**config.mk**
```make
export PLATFORM = sky130hd
export DESIGN_NAME = disp_conv_sched_flat
export DESIGN_NICKNAME = d
export VERILOG_FILES = /design/src/rtl/disp_conv_sched_pkg.sv /design/src/rtl/disp_conv_sched_if.sv /design/src/rtl/disp_conv_sched_bin2bcd_seq.sv /design/src/rtl/disp_conv_sched.sv /design/src/flat_wrapper.sv
export SDC_FILE = /design/constraint.sdc
export NUM_CORES = 1
export LEC_CHECK = 0
export BUFFER_PORTS_ARGS = -buffer_cell sky130_fd_sc_hd__buf_2
export CORE_MARGIN = 5
export CORE_UTILIZATION = 40
export CTS_CLUSTER_DIAMETER = 120
export CTS_CLUSTER_SIZE = 10
export DETAILED_ROUTE_END_ITERATION = 8
export PLACE_DENSITY = 0.54
export SLEW_MARGIN = 10
export SYNTH_ARGS = -nofsm -noshare
export SYNTH_HDL_FRONTEND = slang
export SYNTH_SLANG_ARGS = --single-unit
```
**constraint.sdc**
```tcl
create_clock -name clk -period 6.5 [get_ports clk]
set_input_delay 1.95 -clock clk [delete_from_list [all_inputs] [get_ports clk]]
set_output_delay 1.95 -clock clk [all_outputs]
set_load 0.1 [all_outputs]
```
**src/rtl/disp_conv_sched_pkg.sv**
```systemverilog
// Shared types and default constants for the display scale-and-convert path.
package disp_pkg;

    typedef enum logic [1:0] {IDLE, MUL, BCD, DONE} state_t;

    localparam logic [31:0] DEF_SCALE  = 32'd2037552085;
    localparam logic [29:0] DEF_THRESH = 30'd950000000;
    localparam int          DEF_NDIG   = 10;
    localparam int          MUL_CYC    = 31;
    localparam int          BCD_CYC    = 30;

endpackage

```
**src/rtl/disp_conv_sched_if.sv**
```systemverilog
// Requester/result bundle of the display scale-and-convert engine.
interface disp_conv_sched_if #(
    parameter int W    = 30,
    parameter int NDIG = 10
);
    logic [1:0]        req;
    logic              ovf0;
    logic [W-1:0]      val0;
    logic              ovf1;
    logic [W-1:0]      val1;
    logic [1:0]        ack;
    logic              busy;
    logic              out_valid;
    logic              out_id;
    logic              out_scaled;
    logic [4*NDIG-1:0] out_bcd;

    modport master (
        output req, ovf0, val0, ovf1, val1,
        input  ack, busy, out_valid, out_id, out_scaled, out_bcd
    );

    modport slave (
        input  req, ovf0, val0, ovf1, val1,
        output ack, busy, out_valid, out_id, out_scaled, out_bcd
    );
endinterface

```
**src/rtl/disp_conv_sched_bin2bcd_seq.sv**
```systemverilog
// Iterative double-dabble: loads on start, one add-3/shift step per cycle, done pulse after the last step.
module bin2bcd_seq
    import disp_pkg::*;
#(
    parameter int W    = 30,
    parameter int NDIG = 10
) (
    input  logic              clk,
    input  logic              rst,
    input  logic              start,
    input  logic [W-1:0]      din,
    output logic              done,
    output logic [4*NDIG-1:0] bcd
);
    logic [W-1:0]      bin;
    logic [4:0]        cnt;
    logic              run;
    logic [4*NDIG-1:0] adj;

    always_comb begin
        adj = bcd;
        for (int i = 0; i < NDIG; i++) begin
            if (bcd[4*i +: 4] >= 4'd5) adj[4*i +: 4] = bcd[4*i +: 4] + 4'd3;
        end
    end

    always_ff @(posedge clk or negedge rst) begin
        if (!rst) begin
            bin  <= '0;
            bcd  <= '0;
            cnt  <= '0;
            run  <= 1'b0;
            done <= 1'b0;
        end else if (start) begin
            bin  <= din;
            bcd  <= '0;
            cnt  <= 5'(BCD_CYC);
            run  <= 1'b1;
            done <= 1'b0;
        end else if (run) begin
            {bcd, bin} <= {adj, bin} << 1;
            cnt        <= cnt - 5'd1;
            if (cnt == 5'd1) begin
                run  <= 1'b0;
                done <= 1'b1;
            end
        end else begin
            done <= 1'b0;
        end
    end
endmodule

```
**src/rtl/disp_conv_sched.sv**
```systemverilog
// Round-robin shared engine: optional fixed-point scaling by shift-add, then BCD conversion.
//   state | meaning
//   IDLE  | waiting for a request; accepts and acks the winner
//   MUL   | 31-cycle shift-add multiply of {ovf,val} by SCALE
//   BCD   | double-dabble running in bin2bcd_seq
//   DONE  | result strobe cycle, back to IDLE next
module disp_conv_sched
    import disp_pkg::*;
#(
    parameter int          W      = 30,
    parameter logic [31:0] SCALE  = DEF_SCALE,
    parameter logic [W-1:0] THRESH = DEF_THRESH,
    parameter int          NDIG   = DEF_NDIG
) (
    input  logic              clk,
    input  logic              rst,
    disp_conv_sched_if.slave  bus
);
    localparam int PW = W + 33;

    state_t            state;
    logic              prio;
    logic              job_id;
    logic              job_scaled;
    logic [W:0]        opnd;
    logic [PW-1:0]     acc;
    logic [PW-1:0]     mcand;
    logic [PW-1:0]     acc_nxt;
    logic [4:0]        mul_cnt;
    logic              win;
    logic              ovf_w;
    logic [W-1:0]      val_w;
    logic              scale_w;
    logic              bcd_start;
    logic [W-1:0]      bcd_din;
    logic              bcd_done;
    logic [4*NDIG-1:0] bcd_res;

    // prio=1 means requester 1 wins a tie (it was not granted last)
    always_comb begin
        win       = bus.req[1] & (~bus.req[0] | prio);
        ovf_w     = win ? bus.ovf1 : bus.ovf0;
        val_w     = win ? bus.val1 : bus.val0;
        scale_w   = ovf_w | (val_w >= THRESH);
        acc_nxt   = acc + (opnd[0] ? mcand : '0);
        bcd_start = ((state == IDLE) && (|bus.req) && !scale_w) ||
                    ((state == MUL) && (mul_cnt == 5'd1));
        bcd_din   = (state == MUL) ? acc_nxt[32 +: W] : val_w;
    end

    always_ff @(posedge clk or negedge rst) begin
        if (!rst) begin
            state          <= IDLE;
            prio           <= 1'b0;
            job_id         <= 1'b0;
            job_scaled     <= 1'b0;
            opnd           <= '0;
            acc            <= '0;
            mcand          <= '0;
            mul_cnt        <= '0;
            bus.ack        <= '0;
            bus.busy       <= 1'b0;
            bus.out_valid  <= 1'b0;
            bus.out_id     <= 1'b0;
            bus.out_scaled <= 1'b0;
            bus.out_bcd    <= '0;
        end else begin
            bus.ack       <= '0;
            bus.out_valid <= 1'b0;
            case (state)
                IDLE: begin
                    if (|bus.req) begin
                        bus.ack[win] <= 1'b1;
                        bus.busy     <= 1'b1;
                        prio         <= ~win;
                        job_id       <= win;
                        job_scaled   <= scale_w;
                        opnd         <= {ovf_w, val_w};
                        acc          <= '0;
                        mcand        <= PW'(SCALE);
                        mul_cnt      <= 5'(MUL_CYC);
                        state        <= scale_w ? MUL : BCD;
                    end
                end
                MUL: begin
                    acc     <= acc_nxt;
                    mcand   <= mcand << 1;
                    opnd    <= opnd >> 1;
                    mul_cnt <= mul_cnt - 5'd1;
                    if (mul_cnt == 5'd1) state <= BCD;
                end
                BCD: begin
                    if (bcd_done) begin
                        state          <= DONE;
                        bus.out_valid  <= 1'b1;
                        bus.out_bcd    <= bcd_res;
                        bus.out_id     <= job_id;
                        bus.out_scaled <= job_scaled;
                    end
                end
                DONE: begin
                    state    <= IDLE;
                    bus.busy <= 1'b0;
                end
                default: state <= IDLE;
            endcase
        end
    end

    bin2bcd_seq #(.W(W), .NDIG(NDIG)) u_bcd (
        .clk   (clk),
        .rst   (rst),
        .start (bcd_start),
        .din   (bcd_din),
        .done  (bcd_done),
        .bcd   (bcd_res)
    );
endmodule

```
**src/flat_wrapper.sv**
```systemverilog
// flat-port wrapper written by rule: the top's interface ports become plain ports
module disp_conv_sched_flat import disp_pkg::*;
#(
    parameter int          W      = 30,
    parameter logic [31:0] SCALE  = DEF_SCALE,
    parameter logic [W-1:0] THRESH = DEF_THRESH,
    parameter int          NDIG   = DEF_NDIG
)
  (clk, rst, bus_req, bus_ovf0, bus_val0, bus_ovf1, bus_val1, bus_ack, bus_busy, bus_out_valid, bus_out_id, bus_out_scaled, bus_out_bcd);
  disp_conv_sched_if #(.W(W), .NDIG(NDIG)) bus_i ();
  input  logic clk;
  input  logic rst;
  input wire logic [$bits(bus_i.req)-1:0] bus_req;
  input wire logic [$bits(bus_i.ovf0)-1:0] bus_ovf0;
  input wire logic [$bits(bus_i.val0)-1:0] bus_val0;
  input wire logic [$bits(bus_i.ovf1)-1:0] bus_ovf1;
  input wire logic [$bits(bus_i.val1)-1:0] bus_val1;
  output wire logic [$bits(bus_i.ack)-1:0] bus_ack;
  output wire logic [$bits(bus_i.busy)-1:0] bus_busy;
  output wire logic [$bits(bus_i.out_valid)-1:0] bus_out_valid;
  output wire logic [$bits(bus_i.out_id)-1:0] bus_out_id;
  output wire logic [$bits(bus_i.out_scaled)-1:0] bus_out_scaled;
  output wire logic [$bits(bus_i.out_bcd)-1:0] bus_out_bcd;
  assign bus_i.req = bus_req;
  assign bus_i.ovf0 = bus_ovf0;
  assign bus_i.val0 = bus_val0;
  assign bus_i.ovf1 = bus_ovf1;
  assign bus_i.val1 = bus_val1;
  assign bus_ack = bus_i.ack;
  assign bus_busy = bus_i.busy;
  assign bus_out_valid = bus_i.out_valid;
  assign bus_out_id = bus_i.out_id;
  assign bus_out_scaled = bus_i.out_scaled;
  assign bus_out_bcd = bus_i.out_bcd;
  disp_conv_sched #(.W(W), .SCALE(SCALE), .THRESH(THRESH), .NDIG(NDIG)) u_core (.clk(clk), .rst(rst), .bus(bus_i));
endmodule
```
# After elaboration in Yosys (flattened, before gate mapping)
# Index checks and enable logic that the tools add are counted.
# classes
addsub	13
n_reduce_logical	16
shifts	0
mux	47
n_bitwise	5
n_lt_le_gt_ge	13
multipliers	0
eq_ne	9
div	0
# op_table
op	n
$pmux 63 s2	2
$mux 63	3
$mux 30	4
$mux 40	2
$add 63x63->63	1
$pmux 31 s2	1
$ge 4x3->1 const B	10
$add 4x2->4 const B	9
$mux 4	9
$mux 31	1
$ge 30x30->1 const B	1
$mux 5	3
$mux 2	6
$mux 1	11
$eq 5x1->1 const B	2
$pmux 5 s2	1
$sub 5x1->5 const B	2
$pmux 2 s4	1
$reduce_and 2->1	4
$ne 2x2->1 const B	3
$reduce_bool 2->1	3
$eq 2x2->1 const B	2
$logic_and 1x1->1	4
$add 3x2->3 const B	1
other kinds (15)	17
# totals
mem_count	0
inputBits	66
elab_cells	122
latch_bits	0
ramBits	0
output_inout_bits	46
register_bits	290
rom_bits	0

# Depth between registers and ports, before layout
# depth
word_depth	10
mapped_depth	15
depth_no_buf	12

# Hierarchy
# Synthesis repeated with hierarchy kept, for this count alone.
# hier_totals
cells_unflattened	1864
area_unflattened_um2	17290.3
# modules_own_cells
module	area_each_um2	instances	cells_per_inst	seq_area_each_um2
disp_conv_sched	12986.2	1	1418	5280.1
bin2bcd_seq	4304.1	1	446	1926.8

# Worst setup path after synthesis
# No wires, ideal clock.
# synth_path
path_type	in2reg
from	input port bus_req[0]
to	register u_core.u_bcd.bcd[37]
n_path_buf	4
cell_stages	10
path_slack_ns	2.294
arrival_ns	4.074
t_required_ns	6.368
setup_time_ns	0.132
path_cell_list	nand2b_1 > buf_2 > nand2_4 > buf_1 > mux2i_1 > o211ai_2 > o21ai_1 > clkbuf_1 > clkbuf_1 > nor2_1
# synth_via
elab_chain_cells	10
elab_cells_between_ends	14
cone_classes	order compare: 1; mux: 3; bitwise: 4; reduce/logical: 6
# synth_lines
item	line	text
start: declaration	flat_wrapper.sv:13	input wire logic [$bits(bus_i.req)-1:0] bus_req;
$not 1->1	disp_conv_sched.sv:41	win = bus.req[1] & (~bus.req[0] | prio);
$or 1x1->1	disp_conv_sched.sv:41	
$and 1x1->1	disp_conv_sched.sv:41	
$mux 30	disp_conv_sched.sv:43	val_w = win ? bus.val1 : bus.val0;
$ge 30x30->1	disp_conv_sched.sv:44	scale_w = ovf_w | (val_w >= THRESH);
$or 1x1->1	disp_conv_sched.sv:44	
$logic_not 1->1	disp_conv_sched.sv:46	bcd_start = ((state == IDLE) && (|bus.req) && !scale_w) ||
$logic_and 1x1->1 *	disp_conv_sched.sv:46	
$logic_or 1x1->1 *	disp_conv_sched.sv:46	
$mux 40 / $reduce_bool 2->1 (equally long branches)	-	
end signal: assignment	disp_conv_sched_bin2bcd_seq.sv:41	{bcd, bin} <= {adj, bin} << 1;
end: declaration	disp_conv_sched_bin2bcd_seq.sv:13	output logic [4*NDIG-1:0] bcd
# Mark *: on every way between the ends. The rest lies on a longest branch, timed or not.
# A chain may end at the register's enable or synchronous reset.

# Final worst setup path
# layout_path
from	register u_core.opnd[0]
to	register u_core.acc[34]
# layout_via
elab_chain_cells	3
# layout_lines
item	line	text
start: declaration	disp_conv_sched.sv:25	logic [W:0] opnd;
start signal: assignment	disp_conv_sched.sv:78	opnd <= {ovf_w, val_w};
start signal: assignment	disp_conv_sched.sv:88	opnd <= opnd >> 1;
$mux 63	disp_conv_sched.sv:45	acc_nxt = acc + (opnd[0] ? mcand : '0);
$add 63x63->63	disp_conv_sched.sv:45	
$pmux 63 s2	disp_conv_sched.sv:70	case (state)
end signal: assignment	disp_conv_sched.sv:86	acc <= acc_nxt;
end: declaration	disp_conv_sched.sv:26	logic [PW-1:0] acc;
# Every way passes these cells.

==> results.md <==
* Run status: finished, final reports clean
* Clk_skew at 25.00 ps
* Reg-to-reg setup timing slack at 2010 ps
* Synthesized area at 17350 sq um
* Final Hold Vio Count at 0
* Most area-hungry cell type in the Yosys netlist: dfrtp_1
* CP Launch Type: flip-flop
* Max incr delay on CP at 630 ps
* Post-CTS setup buffer count at 0
* Yosys cell types at 87
* Least-Margin Pin Slew at 804.9 ps
* Reg area at 7211 sq um
* CP Buf/Inv Count at 1
* Pin count of the biggest net entering global routing at 179
* Critical Path RT at 6890 ps
* TritonCTS clock tree: yes
* Dpl cells at 2505
* Num Clock Sinks at 288
* Iteration count of the initial detailed-routing pass at 5
* Routed WL per cell at 17.79 um
* Die width at 218.2 um
* Clk slew on worst S/H paths at 60 ps
* Area grow syn2layout at 11.39%
* Worst VDD drop at 0.2149 mV
* Post-synth top area share at 0.4155
* # port buffers at 111
* Most frequent cells after synthesis: 288 x dfrtp_1, 235 x nand2_1, 199 x o21ai_0, 131 x a21oi_1, 104 x clkbuf_1
* Die area at 47630 sq um
* Syn Area/Cell at 9.077 sq um
* Final period util at 0.6906
* Hold path startpoint: u_core.bus.out_bcd[33]
* Post-synth EDFFs at 0
* Hold path depth at 2
* Top fanout value on the critical path at 22
* WHS at 472.0 ps
* Dpl ws at 1606 ps
* Synth Area in Adders at 0.06607
* Std-Cell Rows at 76
* Total vias in the final route at 14151
* Nets@finish at 2113
* Mapped Nets at 2068
* Post-synth top flop: dfrtp_1
* Fraction of registers with async set/reset at 1.000
* CP Capture Type: flip-flop
* Worst-case reg-to-reg path depth at 12
* Vias per cell at 5.563
* Worst r2r src: u_core.opnd[0]
* First-pass GRT wire length at 74770 um
* Total track usage at 0.1898
* Initial drt markers at 780
* Residual DRC at 0
* Cell mode on critical path: o21ai_0
* Synth Area in XOR/XNOR at 0.03282
* Hold crit path type: flip-flop to flip-flop
* Gate Count Post-Synth at 1911
* Compound-Gate Fraction of Synth Area at 0.2245
* Simple-gate share of the synthesized area at 0.1637
* Non-filler cells, final at 2544
* Setup TNS at 0 ps
* WHS Endpoint: u_core.bus.out_bcd[33]
* Pleak at 0.009097 uW
* FF+latch count, synth at 288
* Final setup vio count at 0
* Initial antenna violation count at 0
* Maxcap violations at 0
* Core Area at 42980 sq um
* CP top delay family: compound AO/OA/AOI/OAI gates
* Yosys warns at 0
* Hold Buf Count CTS at 0
* CTS Buffer Depth at 3
* RSZ-0062 raised after global routing: no
* Largest family of logic cells by synthesized area: compound AO/OA/AOI/OAI gates
* Most frequent cell after synthesis: dfrtp_1
* Skew-Pair Late Insertion Delay at 550 ps
* Crit path kind: flip-flop to flip-flop
* Crit-path slowest cell: dfrtp_1
* Critical R2R Capture: u_core.acc[34]
* Mux contribution to synthesized area at 0.05792
* Worst Path Arrival at 4880 ps
* Chip Height at 218.2 um
* Final Max Tran Viols at 0
* CTS Buf Count at 34
* Post-layout min period at 4489 ps
* Pwr Density at 402.8 nW/um^2
* CTS root buf: clkbuf_16
* Starting Density at 0.4036
* Register area share after synthesis at 0.4155
* Worst setup margin at 2011 ps
* N_diodes at 0
* Cell Chain, Critical Path: buf_4, and2_1, fa_1, a211oi_1, nor3_1, o21bai_1, nand3_1, a21boi_0, o21ai_0, a21oi_1, xor2_1, o21ai_0
* Fmax at 222.8 MHz
* Detailed Place HPWL at 31780 um
* Vias in the first global route at 14028
* Filler instances at 4292
* Synth area leaders: dfrtp_1 42%, ha_1 6.5%, o21ai_0 5.7%
* H-Tree Level Count at 2
* Slew margin rel. at 0.4634
* Design Power at 7782 uW
* Gpl congestion at 0.8617
* Area occupied by multi-input gates at 9490 sq um
* I/O Pins at 112
* Layout cell share with drive strength beyond 1 at 0.1184
* Resize count post-CTS at 0
* Gr ovfl total at 0
* Remaining antenna violation count at 0
* CP startpoint: u_core.opnd[0]
* WL final at 45270 um
-- power breakdown --
part | total [uW] | internal [uW] | leakage, uW | switching, uW
registers | 2740 | 2310 | 0.00372 | 426
logic | 3330 | 1200 | 0.00492 | 2140
clock network | 1710 | 969 | 0.000453 | 740
-- cell type report --
cell class	instances	area share
clock inverter	2	0.001684
sequential	288	0.3732
timing repair buffer	133	0.03976
inverter	52	0.01010
multi-input combinational	1447	0.4912
tap	585	0.03788
clock buffer	37	0.04623
-- cell usage in the layout, fill, tap and decap left out, types with 11 or more instances in the layout --
cell type	Yosys	routed
a21o_1	36	36
xnor2_1	33	33
o211ai_1	19	19
nand2_1	235	233
o21a_1	11	11
o31ai_1	18	18
nand4_1	31	31
mux2i_1	70	70
xor2_1	32	32
a21oi_1	131	131
a22o_1	52	52
and2_1	67	67
inv_1	50	50
o21ai_0	199	198
o21bai_1	14	14
a211oi_1	25	25
nor3b_1	12	12
clkbuf_16	0	35
ha_1	90	89
nor3_1	22	22
buf_4	0	19
dfrtp_1	288	287
nor2_1	96	95
nand3_1	58	58
nand2b_1	17	17
o22a_1	17	17
buf_2	6	110
mux2_2	27	27
-- per-layer routing --
| layer | wire [um] | GRT usage | up-vias | share of wire |
|---|---|---|---|---|
| met2 | 21030 | 0.3158 | 293 | 0.46 |
| met5 | 0 | 0 | - | 0 |
| met4 | 1042 | 0.05401 | 0 | 0.023 |
| li1 | - | - | 6937 | - |
| met3 | 2064 | 0.02729 | 65 | 0.046 |
| met1 | 21130 | 0.2595 | 6856 | 0.47 |
-- cells by family after synthesis --
logic type	after synthesis
buf+inv	176
xor+xnor	65
mux	97
fa+ha+maj	91
simple gates	592
compound gates	602
flops	288
-- tightest hold or removal path, cell delays in order (launching register included) --
cell and delay (ps):
dfrtp_1 330, nand2_1 50, o21ai_0 60
-- sequential cells by signal, summed over array words and instances, names as in the netlist, 5 cells and up --
| signal | count |
|---|---|
| u_core.acc | 62 |
| u_core.bus.out_bcd | 40 |
| u_core.mcand | 62 |
| u_core.u_bcd.bin | 30 |
| u_core.opnd | 31 |
| u_core.u_bcd.cnt | 5 |
| u_core.mul_cnt | 5 |
| u_core.u_bcd.bcd | 40 |
-- worst max-delay path by stage --
stage | to | cells after the start
floorplan | u_core.u_bcd.bcd[37] | 10
global placement | u_core.u_bcd.bin[18] | 11
detailed placement | u_core.u_bcd.bin[18] | 12
CTS | u_core.u_bcd.bin[23] | 12
global route | u_core.u_bcd.bin[23] | 12
finish | u_core.acc[34] | 12
-- per-stage QoR --
stage / cell area (sq um) / utilization
finish: 19320 / 0.4496
floorplan: 17350 / -
global route: 19320 / 0.4496
global placement: 18400 / 0.4280
detailed placement: 18400 / 0.4280
CTS: 19320 / 0.4496
(Power assumes the default switching activity.)
